$ cat src/rtl/up_counter_sync.sv
// Synchronous modulo-(MAX_COUNT+1) up counter with enable, clamped parallel load,
// terminal count, cascade carry and wrap pulse. Define UP_COUNTER_SATURATE_EN to hold at MAX_COUNT.
module up_counter_sync #(
  parameter int WIDTH     = 4,
  parameter int MAX_COUNT = 15
) (
  input  logic             clk,
  input  logic             reset,
  input  logic             en,
  input  logic             load,
  input  logic [WIDTH-1:0] d,
  output logic [WIDTH-1:0] q,
  output logic             tc,
  output logic             carry_out,
  output logic             wrapped
);

  localparam logic [WIDTH-1:0] MAX_Q = WIDTH'(MAX_COUNT);

  logic [WIDTH-1:0] q_reg, q_next;
  logic             wrapped_reg, wrapped_next;

  always_comb begin
    q_next       = q_reg;
    wrapped_next = 1'b0;
    if (load) begin
      // Out-of-range load values clamp so q never exceeds the terminal value
      q_next = (d > MAX_Q) ? MAX_Q : d;
    end else if (en) begin
      if (q_reg == MAX_Q) begin
`ifdef UP_COUNTER_SATURATE_EN
        q_next = MAX_Q;
`else
        q_next       = '0;
        wrapped_next = 1'b1;
`endif
      end else begin
        q_next = q_reg + 1'b1;
      end
    end
  end

  // Reset is checked first so X on en/load during reset never reaches the state
  always_ff @(posedge clk) begin
    if (!reset) begin
      q_reg       <= '0;
      wrapped_reg <= 1'b0;
    end else begin
      q_reg       <= q_next;
      wrapped_reg <= wrapped_next;
    end
  end

  assign q         = q_reg;
  assign wrapped   = wrapped_reg;
  assign tc        = (q_reg == MAX_Q);
  assign carry_out = tc & en & ~load;

endmodule

$ cat config.mk
export PLATFORM = sky130hd
export DESIGN_NAME = up_counter_sync
export DESIGN_NICKNAME = d
export VERILOG_FILES = /design/src/rtl/up_counter_sync.sv
export SDC_FILE = /design/constraint.sdc
export NUM_CORES = 1
export LEC_CHECK = 0
export CORE_AREA = 10 10 47 49
export CTS_BUF_LIST = sky130_fd_sc_hd__clkbuf_4
export DETAILED_ROUTE_END_ITERATION = 6
export DIE_AREA = 0 0 57 59
export GPL_ROUTABILITY_DRIVEN = 0
export PLACE_DENSITY = 0.43
export SYNTH_ARGS = -nofsm -noshare
export SYNTH_HDL_FRONTEND = slang
export SYNTH_SLANG_ARGS = --single-unit
$ cat constraint.sdc
create_clock -name clk -period 1.7 [get_ports clk]
set_clock_uncertainty 0.2 [all_clocks]
set_input_delay 0.34 -clock clk [delete_from_list [all_inputs] [get_ports clk]]
set_output_delay 0.34 -clock clk [all_outputs]
set_load 0.1 [all_outputs]
==> results.md <==
- Grt total ovfl: 0
- Initial DRC count: 2
- CP max FO: 3
- Prevailing post-synth register cell: dfxtp_1
- DR vias/cell: 4.37
- Worst setup path category: reg -> out
- Root Driver: clkbuf_4
- Nets@finish: 62
- Relative slew slack: 85.0%
- Tmin final: 1.73 ns
- Post-synthesis average cell area: 8.63 um2
- Antenna Cells: 0
- # clock sinks: 5
- Post-Synthesis Cell Area: 250 um2
- Post-synthesis net count: 38
- Finished Cell Area: 594 um2
- Layout cells sized above 1: 48.1%
- Worst setup EP type: output pin
- Status: complete, but fails checks
- VDD IR-drop max: 301 uV
- I/O pins: 15
- CTS tree: built
- Commonest cells post-synth: dfxtp_1 (5), nand2_1 (5), o21ai_0 (4), a21oi_1 (2), a31oi_1 (2)
- DIE WIDTH: 57 um
- H-tree depth: 1
- Area leader, netlist: dfxtp_1
- Drt pass-1 iters: 2
- Pin count of the biggest net entering global routing: 9
- RSZ-0062 raised after global routing: yes
- Fin worst setup slack: -0.0317 ns
- Core ar.: 1400 um2
- Filler instances: 147
- Pleak: 0.000258 uW
- Placement-stage cell area: 529 um2
- Post-place setup slack: -0.169 ns
- Number of global-route vias before repair: 346
- Vias: 297
- # DRC: 0
- Hold Vio Cnt, Final: 0
- Final Max Slew Viols: 0
- Setup violators final: 1
- GRT Resource Usage Total: 6.21%
- Area share of the largest cell type after synthesis: 40.0%
- Register area share after synthesis: 40.0%
- Die Y: 59 um
- First-pass GRT wire length: 1550 um
- Data arrival time at the worst-slack endpoint: 1.19 ns
- Initial antenna violation count: 0
- Max stage delay cell, worst path: dfxtp_4
- Initial Util: 17.9%
- Post-DR wirelength/cell: 13.4 um
- Fmax: 577 MHz
- Max reg flops: 4
- Num CTS Buffers: 3
- Worst-margin pin slew: 0.224 ns
- Startpoint types: register
- Row count: 14
- Crit-path cells: ha_4 -> nand2_4 -> nor3_4 -> buf_12
- Layout area overhead: 138%
- Clock transition at the registers of the reported paths: 0.05 ns
- Die ar.: 3360 um2
- Synthesized instance count: 29
- Async set-reset flop share out of synthesis: 0%
- CTS Buffer Depth: 2
- Slowest Stage Delay on Critical Path: 0.36 ns
- Power per Cell Area: 750 nW/um2
- Detailed Route WL: 908 um
- Tcrit/Tclk final: 102%
- DRT antenna net count: 0
- Synth cell types: 16
- Port-buffer cells: 14
- Clk_lat worst skew: 0.25 ns
- #FFs+latches synth: 5
- HP Class: reg -> reg
- EDFF count, synth: 0
- Yosys warning total: 0
- Synth area leaders: dfxtp_1 (40%), o21ai_0 (8.0%), nand2_1 (7.5%), a31oi_1 (5.0%), ha_1 (5.0%)
- Max-Cap Viols: 0
- CP Data Required Time: 1.16 ns
- Violated checks: setup timing
==> through the flow <==
step	cells	power [uW]	hold WS, ns	util [%]	TNS, ns
after global placement	60	275	0.343	37.8	-0.182
after CTS	68	455	0.362	42.4	-0.0516
after global routing	68	468	0.379	42.4	-0.0917
after detailed placement	60	278	0.347	37.8	-0.200
final	68	446	0.357	42.4	-0.0317
after floorplan	29	214	0.262	-	-0.917
==> power breakdown <==
group,switching [uW],total [uW],internal (uW)
sequential,11.3,136,124
clock,56.2,161,105
combinational,84.2,149,64.5
==> repair_timing <==
action | 4_1_cts | 5_1_grt
hold buffers | 0 | 0
pin swaps | 3 | 1
hold endpoints to repair | 0 | 0
setup buffers | 4 | 0
resized for setup | 4 | 0
endpoints found under the setup margin | 2 | 2
==> critical path, delay by kind of cell, from the launching register on <==
family / cells / cell delay (ns)
flip-flops: 1 / 0.36
adder cells (fa/ha/maj): 1 / 0.16
buffers and inverters: 1 / 0.20
AND/OR/NAND/NOR: 2 / 0.22
==> placed cells by master, fill, tap and decap left out <==
cell type and count:
clkbuf_4 4, o21ai_0 4, o211a_1 1, and2_1 1, and3_4 1, nor3_4 1
or3_1 1, buf_4 5, a31oi_1 2, or3b_1 1, nand2_2 1, a21oi_1 2
xor2_1 1, mux2i_1 1, dfxtp_1 1, inv_1 1, nand2_4 1, nand2b_1 1
dfxtp_4 4, nand2_1 3, dlygate4sd2_1 2, ha_4 1, buf_12 7, clkdlybuf4s50_1 5
==> final cells by class <==
type	count	area [um2]	share of cell area, %
Timing Repair Buffer	19	245	41.3
Multi-Input combinational cell	23	180	30.3
Clock buffer	4	30.0	5.05
Inverter	1	3.75	0.632
Sequential cell	5	115	19.4
Tap cell	16	20.0	3.37
==> cell families (layout without fill, tap and decap cells) <==
| family | after synthesis | after routing | share of synthesized area (%) |
|---|---|---|---|
| simple gates | 11 | 11 | 25.0 |
| compound gates | 9 | 9 | 21.0 |
| flops | 5 | 5 | 40.0 |
| fa+ha+maj | 1 | 1 | 5.00 |
| xor+xnor | 1 | 1 | 3.50 |
| mux | 1 | 1 | 4.00 |
| buf+inv | 1 | 24 | 1.50 |
==> routing by layer <==
metal	GRT usage (%)	vias up	part of all wire, %
met5	0	-	0
met2	11.0	10	55
met3	2.79	2	5.9
met1	5.31	136	36
li1	-	149	-
met4	5.03	0	2.5
==> path summary, 6_finish.rpt <==
kind | from | endpoint | slack, ns | cells past startpoint
worst max-delay path | q[0] | carry_out | -0.03 | 4
worst min-delay path | q[3] | q[3] | 0.36 | 2
worst max register to register | q[0] | q[0] | 0.25 | 4
worst min register to register | q[3] | q[3] | 0.36 | 2
No activity file was read; power rests on OpenSTA's default activity.
